$ cat src/rtl/fpga_control_pkg.sv
// Shared definitions for the drive/free stream bridge.
// Holds the bridge FSM encoding and a constant-evaluable clog2 helper
// used to size pointers, counters and the o_count port.
package fpga_control_pkg;

  localparam logic [1:0] IDLE       = 2'd0;
  localparam logic [1:0] FREE       = 2'd1;
  localparam logic [1:0] WAIT_SPACE = 2'd2;

  // Ceiling log2; clog2(1) = 0.
  function automatic int clog2(input int v);
    int r;
    r = 0;
    while ((1 << r) < v) r++;
    return r;
  endfunction

endpackage

$ cat src/rtl/sync_fifo_d.sv
// Single-clock FIFO: storage, read/write pointers and occupancy count.
// Ports:
//   clk, rst    clock, synchronous active-high reset (clears storage too)
//   push, din   write din when push (accepted when not full, or when a
//               pop happens in the same cycle)
//   pop         advance head when pop and not empty
//   dout        head word, combinational from the registered read pointer
//   count       words held; empty / full flags
module sync_fifo_d
  import fpga_control_pkg::*;
#(
  parameter int DATA_WIDTH = 64,
  parameter int FIFO_DEPTH = 4
) (
  input  logic                             clk,
  input  logic                             rst,
  input  logic                             push,
  input  logic [DATA_WIDTH-1:0]            din,
  input  logic                             pop,
  output logic [DATA_WIDTH-1:0]            dout,
  output logic [clog2(FIFO_DEPTH):0]       count,
  output logic                             empty,
  output logic                             full
);

  localparam int AW = clog2(FIFO_DEPTH);

  logic [DATA_WIDTH-1:0] mem_q [FIFO_DEPTH];
  logic [DATA_WIDTH-1:0] mem_d [FIFO_DEPTH];
  logic [AW-1:0]         wr_q, wr_d, rd_q, rd_d;
  logic [AW:0]           cnt_q, cnt_d;
  logic                  do_push, do_pop;

  assign empty = (cnt_q == '0);
  assign full  = (cnt_q == (AW+1)'(FIFO_DEPTH));
  assign count = cnt_q;
  assign dout  = mem_q[rd_q];

  always_comb begin
    mem_d   = mem_q;
    wr_d    = wr_q;
    rd_d    = rd_q;
    cnt_d   = cnt_q;
    do_pop  = pop & ~empty;
    do_push = push & (~full | do_pop);
    if (do_push) begin
      mem_d[wr_q] = din;
      wr_d        = wr_q + 1'b1;  // power-of-two depth: natural wrap
    end
    if (do_pop) rd_d = rd_q + 1'b1;
    case ({do_push, do_pop})
      2'b10:   cnt_d = cnt_q + 1'b1;
      2'b01:   cnt_d = cnt_q - 1'b1;
      default: cnt_d = cnt_q;
    endcase
  end

  always_ff @(posedge clk) begin
    if (rst) begin
      mem_q <= '{default: '0};
      wr_q  <= '0;
      rd_q  <= '0;
      cnt_q <= '0;
    end else begin
      mem_q <= mem_d;
      wr_q  <= wr_d;
      rd_q  <= rd_d;
      cnt_q <= cnt_d;
    end
  end

endmodule

$ cat src/rtl/drive_stream_bridge.sv
// Consumer downstream of the drive/free merge stage.
// Synchronizes the asynchronous i_drive pulse, captures i_data into a FIFO
// on each detected rising edge and hands the word back as a valid/ready
// stream. A free pulse (FREE_PULSE cycles) is returned upstream only when
// another word can still be absorbed; with the FIFO full the free is held
// back until the first pop.
// Ports:
//   clk, rst            clock, synchronous active-high reset
//   i_drive, i_data     upstream drive pulse (async) and word
//   o_free              registered free pulse to upstream
//   o_valid, i_ready    stream handshake; o_data is the FIFO head
//   o_count             words held
//   o_overflow          sticky: drive edge seen while not in IDLE
module drive_stream_bridge
  import fpga_control_pkg::*;
#(
  parameter int DATA_WIDTH = 64,
  parameter int FIFO_DEPTH = 4,
  parameter int FREE_PULSE = 2
) (
  input  logic                        clk,
  input  logic                        rst,
  input  logic                        i_drive,
  output logic                        o_free,
  input  logic [DATA_WIDTH-1:0]       i_data,
  output logic                        o_valid,
  input  logic                        i_ready,
  output logic [DATA_WIDTH-1:0]       o_data,
  output logic [clog2(FIFO_DEPTH):0]  o_count,
  output logic                        o_overflow
);

  localparam int CW = clog2(FIFO_DEPTH) + 1;
  localparam int PW = clog2(FREE_PULSE + 1);

  logic          s1_q, s1_d, s2_q, s2_d, s3_q, s3_d;
  logic [1:0]    vld_pipe_q, vld_pipe_d;
  logic          arm_q, arm_d;
  logic          edge_q, edge_d;
  logic [1:0]    state_q, state_d;
  logic [PW-1:0] cnt_q, cnt_d;
  logic          free_q, free_d;
  logic          ovf_q, ovf_d;

  logic          fifo_push, fifo_pop, fifo_empty, fifo_full;
  logic [CW-1:0] fifo_count;

  assign o_valid    = ~fifo_empty;
  assign o_count    = fifo_count;
  assign o_free     = free_q;
  assign o_overflow = ovf_q;
  assign fifo_pop   = o_valid & i_ready;

  always_comb begin
    s1_d       = i_drive;
    s2_d       = s1_q;
    s3_d       = s2_q;
    // vld_pipe marks when s2 holds a genuine post-reset sample. Arming only
    // on such a low sample means a drive held high across reset release
    // never produces an edge.
    vld_pipe_d = {vld_pipe_q[0], 1'b1};
    arm_d      = arm_q | (vld_pipe_q[1] & ~s2_q);
    // Registered edge gives the three-edge drive-to-push latency.
    edge_d     = arm_q & s2_q & ~s3_q;

    state_d    = state_q;
    cnt_d      = cnt_q;
    ovf_d      = ovf_q;
    fifo_push  = 1'b0;

    case (state_q)
      IDLE: begin
        if (edge_q) begin
          // IDLE always has a free slot; the full term is only defensive.
          fifo_push = ~fifo_full | fifo_pop;
          // Room after this push iff a pop coincides or count < DEPTH-1.
          if (fifo_pop || (fifo_count < CW'(FIFO_DEPTH - 1))) begin
            state_d = FREE;
            cnt_d   = PW'(FREE_PULSE);
          end else begin
            state_d = WAIT_SPACE;
          end
        end
      end
      FREE: begin
        if (edge_q) ovf_d = 1'b1;
        if (cnt_q == PW'(1)) state_d = IDLE;
        else                 cnt_d   = cnt_q - 1'b1;
      end
      WAIT_SPACE: begin
        if (edge_q) ovf_d = 1'b1;
        if (fifo_pop) begin
          state_d = FREE;
          cnt_d   = PW'(FREE_PULSE);
        end
      end
      default: state_d = IDLE;
    endcase

    free_d = (state_d == FREE);
  end

  always_ff @(posedge clk) begin
    if (rst) begin
      s1_q       <= 1'b0;
      s2_q       <= 1'b0;
      s3_q       <= 1'b0;
      vld_pipe_q <= '0;
      arm_q      <= 1'b0;
      edge_q     <= 1'b0;
      state_q    <= IDLE;
      cnt_q      <= '0;
      free_q     <= 1'b0;
      ovf_q      <= 1'b0;
    end else begin
      s1_q       <= s1_d;
      s2_q       <= s2_d;
      s3_q       <= s3_d;
      vld_pipe_q <= vld_pipe_d;
      arm_q      <= arm_d;
      edge_q     <= edge_d;
      state_q    <= state_d;
      cnt_q      <= cnt_d;
      free_q     <= free_d;
      ovf_q      <= ovf_d;
    end
  end

  sync_fifo_d #(
    .DATA_WIDTH (DATA_WIDTH),
    .FIFO_DEPTH (FIFO_DEPTH)
  ) u_fifo (
    .clk   (clk),
    .rst   (rst),
    .push  (fifo_push),
    .din   (i_data),
    .pop   (fifo_pop),
    .dout  (o_data),
    .count (fifo_count),
    .empty (fifo_empty),
    .full  (fifo_full)
  );

endmodule
$ cat config.mk
export PLATFORM = sky130hd
export DESIGN_NAME = drive_stream_bridge
export DESIGN_NICKNAME = d
export VERILOG_FILES = /design/src/rtl/fpga_control_pkg.sv /design/src/rtl/sync_fifo_d.sv /design/src/rtl/drive_stream_bridge.sv
export SDC_FILE = /design/constraint.sdc
export NUM_CORES = 1
export LEC_CHECK = 0
export CAP_MARGIN = 40
export CORE_MARGIN = 1.5
export CORE_UTILIZATION = 55
export DETAILED_ROUTE_END_ITERATION = 6
export PLACE_DENSITY = 0.87
export SYNTH_ARGS = -nofsm -noshare
export SYNTH_HDL_FRONTEND = slang
export SYNTH_SLANG_ARGS = --single-unit
$ cat constraint.sdc
create_clock -name clk -period 3.6 [get_ports clk]
set_clock_uncertainty 0.2 [all_clocks]
set_input_delay 0.54 -clock clk [delete_from_list [all_inputs] [get_ports clk]]
set_output_delay 0.54 -clock clk [all_outputs]
set_load 0.05 [all_outputs]
; Yosys cells after proc, flatten, opt, wreduce, memory -nomap -nowiden
; Index checks and enable logic that the tools add are counted.
[word_totals]
register_bits = 276
word_cells = 82
in_bits = 68
output_inout_bits = 70
[classes]
eq_ne = 11
reduce_logical = 9
n_mux = 20
bitwise = 15
add_sub_neg = 5
n_lt_le_gt_ge = 4
[op_table]
columns = cell, n
row1 = $bwmux 256, 1
row2 = $mux 64, 3
row3 = $bmux 64 s2, 1
row4 = $demux 64 s2, 1
row5 = $mux 2, 8
row6 = $pmux 2 s3, 2
row7 = $eq 2x1->1 const B, 4
row8 = $ne 2x2->1 const B, 4
row9 = $and 1x1->1, 6
row10 = $ge 3x3->1 const B, 2
row11 = $not 2->3, 2
row12 = $pmux 3 s2, 1
row13 = $reduce_and 5->1, 1
row14 = $add 2x1->2 const B, 2
row15 = $eq 2x2->1 const B, 2
row16 = $not 1->1, 4
row17 = $add 3x1->3 const B, 1
row18 = $eq 3x3->1 const B, 1
row19 = $logic_not 3->1, 1
row20 = $lt 3x1->1 const B, 1
row21 = $lt 3x2->1 const B, 1
row22 = $mux 1, 3
row23 = $or 1x1->1, 3
row24 = $reduce_bool 3->1, 1
row25 = 8 further kinds, 8

; Logic depth before layout (Yosys ltp)
; Gate-level depths: netlist of run 1.
[depth]
depth_word = 9
mapped_depth = 11
depth_no_buf = 10

; Hierarchy
; A second synthesis of run 1 with hierarchy kept.
[hier_totals]
cells_unflattened = 1090
hier_area_um2 = 12568.3
[by_module_without_submodules]
columns = module, seq_area_each_um2, cells_each, n_inst, area_each_um2
row1 = sync_fifo_d, 5265.0, 1028, 1, 11976.5
row2 = drive_stream_bridge, 260.2, 62, 1, 591.8

; Worst setup path after synthesis of run 1
; Ideal clock, no wire load.
[synth_path]
path_type = flip-flop to flip-flop
startpoint = register u_fifo.cnt_q[2] (netlist: u_fifo.count[2])
endpoint = register u_fifo.cnt_q[2] (netlist: u_fifo.count[2])
setup_time_ns = 0.070
n_path_buf = 1
slack_ns = 0.727
period_less_slack_ns = 2.873
arrival_ns = 2.602
path_stages_with_launch = 10
t_required_ns = 3.330
path_cell_list = dfxtp_1 > or4b_1 > buf_6 > nand2_1 > ha_1 > inv_1 > fa_1 > xor2_1 > or3_1 > a21oi_1
[synth_via]
elab_chain_cells = 9
word_cells_on_any_way = 17
cone_classes = add/sub: 2 / eq/ne: 3 / mux: 3 / bitwise: 7 / reduce/logical: 2
[synth_rtl]
columns = element, line_no
row1 = from (decl), sync_fifo_d.sv:31  ; logic [AW:0] cnt_q, cnt_d;
row2 = from (signal assigned), sync_fifo_d.sv:68  ; cnt_q <= cnt_d;
row3 = $logic_not 3->1, sync_fifo_d.sv:34  ; assign empty = (cnt_q == '0);
row4 = $not 1->1, "sync_fifo_d.sv:44, drive_stream_bridge.sv:48"
row5 = $and 1x1->1, drive_stream_bridge.sv:52  ; assign fifo_pop = o_valid & i_ready;
row6 = $or 1x1->1, drive_stream_bridge.sv:75  ; fifo_push = ~fifo_full | fifo_pop;
row7 = $mux 1, drive_stream_bridge.sv:73  ; if (edge_q) begin
row8 = $mux 1, drive_stream_bridge.sv:71  ; case (state_q)
row9 = $and 1x1->1, sync_fifo_d.sv:45  ; do_push = push & (~full | do_pop);
row10 = $eq 2x1->1 or $eq 2x2->1 (tied branches), sync_fifo_d.sv:51  ; case ({do_push, do_pop})
row11 = $pmux 3 s2 or $reduce_bool 2->1 (tied branches), n/a
; Several ways; a longest one is shown, not always the timed one.
; A chain may end at the register's enable or synchronous reset.

; Worst setup path in the final report of run 1
[layout_path]
startpoint = register u_fifo.rd_q[0]
endpoint = output port o_data[1]
[layout_via]
elab_chain_cells = 4
[layout_rtl]
columns = element, line_no
row1 = from (decl), sync_fifo_d.sv:30  ; logic [AW-1:0] wr_q, wr_d, rd_q, rd_d;
row2 = from (signal assigned), sync_fifo_d.sv:67  ; rd_q <= rd_d;
row3 = $not 2->3 (implied by the code), sync_fifo_d.sv:37  ; assign dout = mem_q[rd_q];
row4 = $bmux 64 s2, sync_fifo_d.sv:37
row5 = $mux 64 (implied by the code) (2 in a row), sync_fifo_d.sv:37
row6 = to (decl), drive_stream_bridge.sv:28  ; output logic [DATA_WIDTH-1:0] o_data,
; Every way passes these cells. The select of a mux whose other input is x is not followed.

==> impl_results.rst, run 1 <==
.. list-table::
   :header-rows: 1

   * - Metric
     - Value
   * - Status
     - finished, final reports clean
   * - Std cell rows
     - between 50 and 60
   * - Worst Setup Start Kind
     - register
   * - Cell count after synthesis
     - 1,297
   * - Final Max Tran Viols
     - 0
   * - Count of final setup violators
     - 0
   * - Number of detailed-route iterations in the first pass
     - 6
   * - Slew Limit Headroom
     - 41.0%
   * - Maximum number of pins on one net before global-route repair
     - 108
   * - Clock period minus worst slack
     - 3.41 ns
   * - Worst-path fanout max
     - 12
   * - WHS Path Cells
     - 1
   * - First-pass GRT wire length
     - 46,000 µm
   * - Clock-pin slew on the worst setup and hold paths
     - 0.06 ns
   * - TritonCTS clock tree
     - yes
   * - Number of synthesized register bits
     - around 280
   * - Post-synth ARST share
     - 0%
   * - Mapped cell area
     - 0.0116 mm²
   * - Highest cell delay on the worst timing path
     - approximately 0.72 ns
   * - Hold bufs inserted after CTS
     - 0
   * - Clock latency of the later-clocked register in the worst-skew pair
     - 0.54 ns
   * - Initial cell density of the core
     - a little under three fifths
   * - Fraction of power consumed by combinational cells
     - 3.8%
   * - Maximum clock insertion buffer count
     - 3
   * - Worst-case setup margin in the final layout
     - 0.192 ns
   * - Portion of total power attributed to sequential cells
     - 48.4%
   * - Number of unique standard cell types used by synthesis
     - 36
   * - Area Overhead vs Synth
     - 18.7%
   * - Clk sink count
     - about 280
   * - Setup TNS
     - 0 ns
   * - Peak ir drop on the vdd network
     - 0.351 mV
   * - Switching power of the nets
     - about 1.3 mW
   * - Remaining design rule violation count
     - 0
   * - Number of global-route vias before repair
     - 9,512
   * - Total number of yosys warnings
     - 0
   * - Placer congestion estimate
     - about 0.75
   * - Count of maximum capacitance violations
     - 0
   * - Leakage
     - roughly 4.4 nW
   * - Post-synth top flop
     - sky130_fd_sc_hd__dfxtp_1
   * - Simple-gate share of the synthesized area
     - between 10% and 20%
   * - Arrival time at the worst endpoint
     - 2.67 ns
   * - Synth Area in XOR/XNOR
     - 0.378%
   * - Category of the critical setup timing path
     - register to output port
   * - Buffers inserted by post-CTS timing repair
     - 0
   * - Die Wd
     - 148 µm
   * - Sw Share
     - 21.0%
   * - Mean area per synthesized cell
     - just under 9 µm²
   * - WP depth
     - 3
   * - Sequential area share after synthesis
     - 47.7%
   * - Average wire per standard cell
     - between 15 and 20 µm
   * - Antenna violations before repair
     - 0
   * - Worst setup EP type
     - output port
   * - Clock Root Buffer
     - sky130_fd_sc_hd__clkbuf_16
   * - Dominant delay contributor by cell family on the critical path
     - buffers and inverters
   * - Number of vias after detailed routing
     - approximately 9,600
   * - Leading cell type in the layout, fill and taps excluded
     - sky130_fd_sc_hd__nand2_1
   * - Number of enable flip-flop cells after synthesis
     - 0
   * - Achievable frequency
     - between 200 and 300 MHz
   * - Multiplexer area fraction after synthesis
     - 12.4%
   * - DRT iter0 DRCs
     - around 790
   * - Ordered cell list for the critical path
     - buf_4 > mux4_2 > clkdlybuf4s50_1
   * - Total number of nets in the final design
     - roughly 1,500
   * - Dpl cells
     - 1,619
   * - Hold Crit Class
     - register to register
   * - Max H-tree Level
     - 1
   * - Diode count
     - 0
   * - Number of gates given a new drive strength after cts
     - 0
   * - Leading cell types in the layout, fill and taps excluded
     - sky130_fd_sc_hd__nand2_1 (518), sky130_fd_sc_hd__dfxtp_1 (274), sky130_fd_sc_hd__a21oi_1 (245), sky130_fd_sc_hd__clkdlybuf4s50_1 (136), sky130_fd_sc_hd__mux4_2 (64)
   * - Required time of the critical path
     - 2.86 ns
   * - Area enclosed by the die boundary
     - ~0.022 mm²
   * - Worst slack at placement
     - ~0.41 ns
   * - Complex-gate fraction of the synthesized area
     - 12.7%
   * - Pwr per Cell Area
     - 461 mW/mm²
   * - Total congestion overflow
     - 0
   * - Buffering stage count on the worst path with inverters included
     - 2
   * - CTS Buf Count
     - 28
   * - Placed wire-length estimate after detailed placement
     - 16,000 µm
   * - Fin. Hold Viols
     - 0
   * - Highest-delay cell along the critical path
     - sky130_fd_sc_hd__clkdlybuf4s50_1
   * - Pin slew with the least headroom to its limit
     - 0.885 ns
   * - Core region area
     - 0.0204 mm²
   * - I/O Buffers
     - between 100 and 150
   * - Adder-cell area share of the yosys netlist
     - 1.25%
   * - Final cycle utilization of the critical path
     - 94.7%
   * - Height of the chip
     - 148 µm
   * - Overall global routing resource usage
     - 25.7%
   * - Setup repair after global routing missed its margin
     - no
   * - Path depth of the worst reg2reg path
     - 10
   * - Total power draw
     - 6.34 mW
   * - Wire length reported by the detailed router
     - 28,500 µm
   * - Main combinational cell family by area after synthesis
     - simple AND/OR/NAND/NOR gates
   * - Clock share of power
     - 47.8%
   * - Via/cell ratio
     - 5.74
   * - Antenna Violating Nets Remaining
     - 0
   * - Number of standard cells in the layout, taps in and fillers out
     - 1,670
   * - Top-level I/O count
     - 138
   * - Number of filler cells placed in the layout
     - 1,572
   * - Int Power
     - 5.01 mW
   * - Fraction of layout cells with a size suffix above 1
     - 11.4%
   * - Synth Net Count
     - 1,376
   * - Final cell utilization of the core
     - 67.4%
## power groups by stage
stage	Combinational, mW	Sequential, mW	Clock, mW
2_1_floorplan	0.102	3.14	0
3_3_place_gp	0.237	3.14	0
3_5_place_dp	0.238	3.14	0
4_1_cts	0.240	3.07	3.07
5_1_grt	0.257	3.07	3.20
6_report	0.242	3.07	3.03
## Yosys cell counts (3+ instances only)
cell type	n	area [µm²]
sky130_fd_sc_hd__nand3_1	3	15.0
sky130_fd_sc_hd__buf_4	14	105
sky130_fd_sc_hd__a21oi_2	20	175
sky130_fd_sc_hd__nand3_2	4	40.0
sky130_fd_sc_hd__nand2_1	518	1940
sky130_fd_sc_hd__buf_2	6	30.0
sky130_fd_sc_hd__buf_6	39	439
sky130_fd_sc_hd__a21oi_1	245	1230
sky130_fd_sc_hd__and3_4	4	45.0
sky130_fd_sc_hd__inv_1	12	45.0
sky130_fd_sc_hd__buf_1	3	11.3
sky130_fd_sc_hd__clkbuf_1	37	139
sky130_fd_sc_hd__ha_1	10	125
sky130_fd_sc_hd__nor2b_1	5	31.3
sky130_fd_sc_hd__nor2_1	11	41.3
sky130_fd_sc_hd__xor2_1	3	26.3
sky130_fd_sc_hd__dfxtp_1	276	5530
sky130_fd_sc_hd__mux4_2	64	1440
## path summary, 6_finish.rpt
kind	startpoint	end	slack [ns]
worst min register to register	s3_q$_SDFF_PP0_	edge_q$_SDFF_PP0_	0.20
worst max register to register	state_q[1]$_SDFF_PP0_	u_fifo.count[2]$_SDFFE_PP0P_	0.84
worst max-delay path	u_fifo.rd_q[0]$_SDFFE_PP0P_	o_data[1]	0.19
worst min-delay path	s3_q$_SDFF_PP0_	edge_q$_SDFF_PP0_	0.20
## logic make-up after synthesis
group / count (synthesis)
multiplexers: 64
XOR/XNOR: 5
AO/OA/AOI/OAI: 274
adder cells (fa/ha/maj): 11
AND/OR/NAND/NOR: 556
buffers and inverters: 111
flip-flops: 276
## final cells by class
| type | count | area [µm²] | share of cell area, % |
|---|---|---|---|
| flip-flops and latches | 276 | 5530 | 40.2 |
| repair buffers | 151 | 1570 | 11.4 |
| clock inverters | 12 | 139 | 1.01 |
| well taps | 270 | 338 | 2.45 |
| inverters | 12 | 45.0 | 0.327 |
| multi-input cells | 910 | 5300 | 38.5 |
| clock buffers | 39 | 843 | 6.13 |
## flip-flops by register name (all words and copies together), names as in the netlist, 2 cells and up
signal and cells:
u_fifo.count 3, u_fifo.rd_q 2, u_fifo.wr_q 2, u_fifo.mem_q 256, vld_pipe_q 2, cnt_q 2, state_q 2
## per-layer routing
| metal | GRT usage [%] | part of all wire (%) | up-vias |
|---|---|---|---|
| met5 | 0 | 0 | - |
| met4 | 9.16 | 2.4 | 0 |
| met3 | 4.26 | 8.0 | 59 |
| met2 | 44.5 | 50 | 403 |
| met1 | 32.6 | 40 | 4617 |
| li1 | - | - | 4504 |
## worst register-to-register path, stage by stage (launching register included)
cell,delay (ns)
sky130_fd_sc_hd__dfxtp_1,0.43
sky130_fd_sc_hd__inv_1,0.09
sky130_fd_sc_hd__ha_1,0.21
sky130_fd_sc_hd__and2_1,0.31
sky130_fd_sc_hd__nand2_1,0.20
sky130_fd_sc_hd__ha_1,0.21
sky130_fd_sc_hd__inv_1,0.06
sky130_fd_sc_hd__fa_1,0.37
sky130_fd_sc_hd__xor2_1,0.16
sky130_fd_sc_hd__or3_1,0.31
sky130_fd_sc_hd__a21oi_1,0.13
## stage by stage
step                instance area (µm²)  hold slack (ns)
floorplan                         11600            0.176
global placement                  12800            0.186
CTS                               13800            0.203
global route                      13800            0.230
finish                            13800            0.197
detailed placement                12800            0.196
(Power assumes the default switching activity.)
==> inputs of run 2 (changes only) <==
--- a/config.mk
+++ b/config.mk
@@ -5,7 +5,7 @@
 export SDC_FILE = /design/constraint.sdc
 export NUM_CORES = 1
 export LEC_CHECK = 0
-export CAP_MARGIN = 40
+export CAP_MARGIN = 5
 export CORE_MARGIN = 1.5
 export CORE_UTILIZATION = 55
 export DETAILED_ROUTE_END_ITERATION = 6
@@ -13,3 +13,4 @@
 export SYNTH_ARGS = -nofsm -noshare
 export SYNTH_HDL_FRONTEND = slang
 export SYNTH_SLANG_ARGS = --single-unit
+export TNS_END_PERCENT = 10
==> results of run 2 <==
The final DEF is identical to that of run 1; final timing and power are the same.
==> inputs of run 3 (changes only) <==
--- a/config.mk
+++ b/config.mk
@@ -7,9 +7,9 @@
 export LEC_CHECK = 0
 export CAP_MARGIN = 5
 export CORE_MARGIN = 1.5
-export CORE_UTILIZATION = 55
+export CORE_UTILIZATION = 50
 export DETAILED_ROUTE_END_ITERATION = 6
-export PLACE_DENSITY = 0.87
+export PLACE_DENSITY = 0.79
 export SYNTH_ARGS = -nofsm -noshare
 export SYNTH_HDL_FRONTEND = slang
 export SYNTH_SLANG_ARGS = --single-unit
==> constraint.sdc (replaced) <==
create_clock -name clk -period 2.9 [get_ports clk]
set_clock_uncertainty 0.2 [all_clocks]
set_input_delay 0.435 -clock clk [delete_from_list [all_inputs] [get_ports clk]]
set_output_delay 0.435 -clock clk [all_outputs]
set_load 0.05 [all_outputs]
==> run 3 against run 2 <==
Against the previous run:
- power increased by 21%
- via count decreased by 2.0%
- sequential share of layout area increased by 0.18 points
- highest routed layer unchanged
- final cell count increased by 1.6%
- critical path depth unchanged
- global-route usage decreased by 2.0 points
- utilization decreased by 7.0 points
- largest power group unchanged
- die area increased by 9.8%
- worst setup slack got worse by 0.086 ns
==> impl_results.rst, run 3 (synthesized netlist as in run 1, its figures left out) <==
.. list-table::
   :header-rows: 1

   * - Metric
     - Value
   * - Leakage
     - 4.53 nW (was 4.36 nW)
   * - Total number of nets in the final design
     - 1,468 (was 1,458)
   * - Area Overhead vs Synth
     - 18.2% (was 18.7%)
   * - Setup repair after global routing missed its margin
     - no (unchanged)
   * - Slew Limit Headroom
     - 39.7% (was 41.0%)
   * - Number of global-route vias before repair
     - 9,155 (was 9,512)
   * - Placed wire-length estimate after detailed placement
     - 16,500 µm (was 16,000 µm)
   * - Worst-path fanout max
     - 19 (was 12)
   * - Portion of total power attributed to sequential cells
     - 49.8% (was 48.4%)
   * - Peak ir drop on the vdd network
     - 0.395 mV (was 0.351 mV)
   * - Buffers inserted by post-CTS timing repair
     - 0 (unchanged)
   * - Pin slew with the least headroom to its limit
     - 0.905 ns (was 0.885 ns)
   * - Clock period minus worst slack
     - between 2 and 3 ns
   * - Max H-tree Level
     - 1 (unchanged)
   * - Final cycle utilization of the critical path
     - 96.4%
   * - Total congestion overflow
     - 0 (unchanged)
   * - Count of maximum capacitance violations
     - 0 (unchanged)
   * - Via/cell ratio
     - 5.54 (was 5.74)
   * - Clock Root Buffer
     - sky130_fd_sc_hd__clkbuf_16 (unchanged)
   * - I/O Buffers
     - 137 (unchanged)
   * - Fraction of layout cells with a size suffix above 1
     - 16.1% (was 11.4%)
   * - Antenna violations before repair
     - 0 (unchanged)
   * - First-pass GRT wire length
     - 46,200 µm (was 46,000 µm)
   * - Final cell utilization of the core
     - 60.3% (was 67.4%)
   * - Multi-input combinational cell area
     - 0.00530 mm² (unchanged)
   * - Area enclosed by the die boundary
     - 0.0241 mm² (was 0.0220 mm²)
   * - Required time of the critical path
     - 2.27 ns (was 2.86 ns)
   * - Count of final setup violators
     - 0 (unchanged)
   * - Sw Share
     - 21.5% (was 21.0%)
   * - Hold WS
     - 0.202 ns (was 0.197 ns)
   * - Core region area
     - 0.0227 mm² (was 0.0204 mm²)
   * - Number of vias after detailed routing
     - 9,388 (was 9,583)
   * - Setup TNS
     - 0 ns (unchanged)
   * - Leading cell types in the layout, fill and taps excluded
     - sky130_fd_sc_hd__nand2_1 (518), sky130_fd_sc_hd__dfxtp_1 (274), sky130_fd_sc_hd__a21oi_1 (245), sky130_fd_sc_hd__buf_4 (74), sky130_fd_sc_hd__clkdlybuf4s50_1 (72) (was sky130_fd_sc_hd__nand2_1 (518), sky130_fd_sc_hd__dfxtp_1 (274), sky130_fd_sc_hd__a21oi_1 (245), sky130_fd_sc_hd__clkdlybuf4s50_1 (136), sky130_fd_sc_hd__mux4_2 (64))
   * - Antenna Violating Nets Remaining
     - 0 (unchanged)
   * - Number of flip-flops under the largest register name
     - 256 (unchanged)
   * - Clk sink count
     - 276 (unchanged)
   * - Worst Setup Start Kind
     - register (unchanged)
   * - Hold bufs inserted after CTS
     - 0 (unchanged)
   * - Std cell rows
     - 55 (was 52)
   * - Placer congestion estimate
     - 0.750 (was 0.753)
   * - DRT iter0 DRCs
     - 821 (was 786)
   * - Number of gates given a new drive strength after cts
     - 0 (unchanged)
   * - Worst setup EP type
     - output port (unchanged)
   * - Maximum number of pins on one net before global-route repair
     - 107 (was 108)
   * - Initial cell density of the core
     - 51.1% (was 56.7%)
   * - Fraction of power consumed by combinational cells
     - 3.9% (was 3.8%)
   * - Placement Cell Area
     - 0.0128 mm² (about the same)
   * - Achievable frequency
     - 358 MHz
   * - Pwr per Cell Area
     - 559 mW/mm² (was 461 mW/mm²)
   * - TritonCTS clock tree
     - yes (unchanged)
   * - CTS Buf Count
     - 29 (was 28)
   * - Clock-pin slew on the worst setup and hold paths
     - 0.06 ns (about the same)
   * - Top-level I/O count
     - 138 (unchanged)
   * - Average wire per standard cell
     - 16.9 µm (was 17.0 µm)
   * - Clock share of power
     - 46.4% (was 47.8%)
   * - Total power draw
     - 7.66 mW (was 6.34 mW)
   * - Largest reg by FF count
     - u_fifo.mem_q (unchanged)
   * - Overall global routing resource usage
     - 23.7% (was 25.7%)
   * - Maximum clock insertion buffer count
     - 3 (unchanged)
   * - Number of filler cells placed in the layout
     - 1,919 (was 1,572)
   * - Wire length reported by the detailed router
     - 28,600 µm (was 28,500 µm)
   * - Hold Crit Class
     - register to register (unchanged)
   * - Remaining design rule violation count
     - 0 (unchanged)
   * - Clock latency of the later-clocked register in the worst-skew pair
     - 0.53 ns (was 0.54 ns)
   * - Die Wd
     - 155 µm (was 148 µm)
   * - Number of detailed-route iterations in the first pass
     - 6 (unchanged)
   * - Area of all placed cells without fillers
     - 0.0137 mm² (was 0.0138 mm²)
   * - Arrival time at the worst endpoint
     - 2.16 ns (was 2.67 ns)
   * - Int Power
     - 6.01 mW (was 5.01 mW)
   * - Category of the critical setup timing path
     - register to output port (unchanged)
   * - Diode count
     - 0 (unchanged)
   * - Seq. cell area
     - 0.00553 mm² (unchanged)
   * - Switching power of the nets
     - 1.65 mW (was 1.33 mW)
   * - Final Max Tran Viols
     - 0 (unchanged)
   * - Status
     - finished, final reports clean (unchanged)
   * - Height of the chip
     - 155 µm (was 148 µm)
   * - Fin. Hold Viols
     - 0 (unchanged)
   * - Leading cell type in the layout, fill and taps excluded
     - sky130_fd_sc_hd__nand2_1 (unchanged)
-- run 3: per-layer routing --
layer	up-vias	global-route usage, %	wire, µm
met5	-	0	0
met4	0	5.76	385
met3	33	3.43	2090
met2	354	41.0	14400
met1	4477	31.5	11700
li1	4524	-	-
-- run 3: power groups by stage --
stage	Clock, mW	Combinational (mW)	Sequential, mW
global placement	0	0.295	3.89
global route	3.79	0.319	3.81
CTS	3.60	0.297	3.81
detailed placement	0	0.296	3.89
finish	3.55	0.298	3.81
floorplan	0	0.127	3.89
-- run 3: metrics by stage --
stage                     std cells  worst slack [ns]
after floorplan                1297            0.0273
after global routing           1696          0.000179
after global placement         1643        -0.0000830
final                          1696             0.106
after CTS                      1696            0.0560
after detailed placement       1643           -0.0638
-- run 3: layout make-up --
cell class	count	share of cell area [%]
Sequential cell	276	40.4
Multi-Input combinational cell	910	38.7
Timing Repair Buffer	160	11.3
Clock buffer	44	6.15
Tap cell	285	2.60
Clock inverter	9	0.557
Inverter	12	0.329
-- run 3: worst max-delay path: stages (launching register included) --
cell and delay, ns:
sky130_fd_sc_hd__dfxtp_4 0.59, sky130_fd_sc_hd__buf_12 0.26, sky130_fd_sc_hd__mux4_2 0.55, sky130_fd_sc_hd__buf_4 0.21
-- run 3: worst paths after layout --
check	startpoint	end	slack (ns)	cells after the start
max	u_fifo.rd_q[0]$_SDFFE_PP0P_	o_data[16]	0.11	3
min	s3_q$_SDFF_PP0_	edge_q$_SDFF_PP0_	0.20	1
max reg2reg	state_q[1]$_SDFF_PP0_	u_fifo.count[2]$_SDFFE_PP0P_	0.22	10
min reg2reg	s3_q$_SDFF_PP0_	edge_q$_SDFF_PP0_	0.20	1
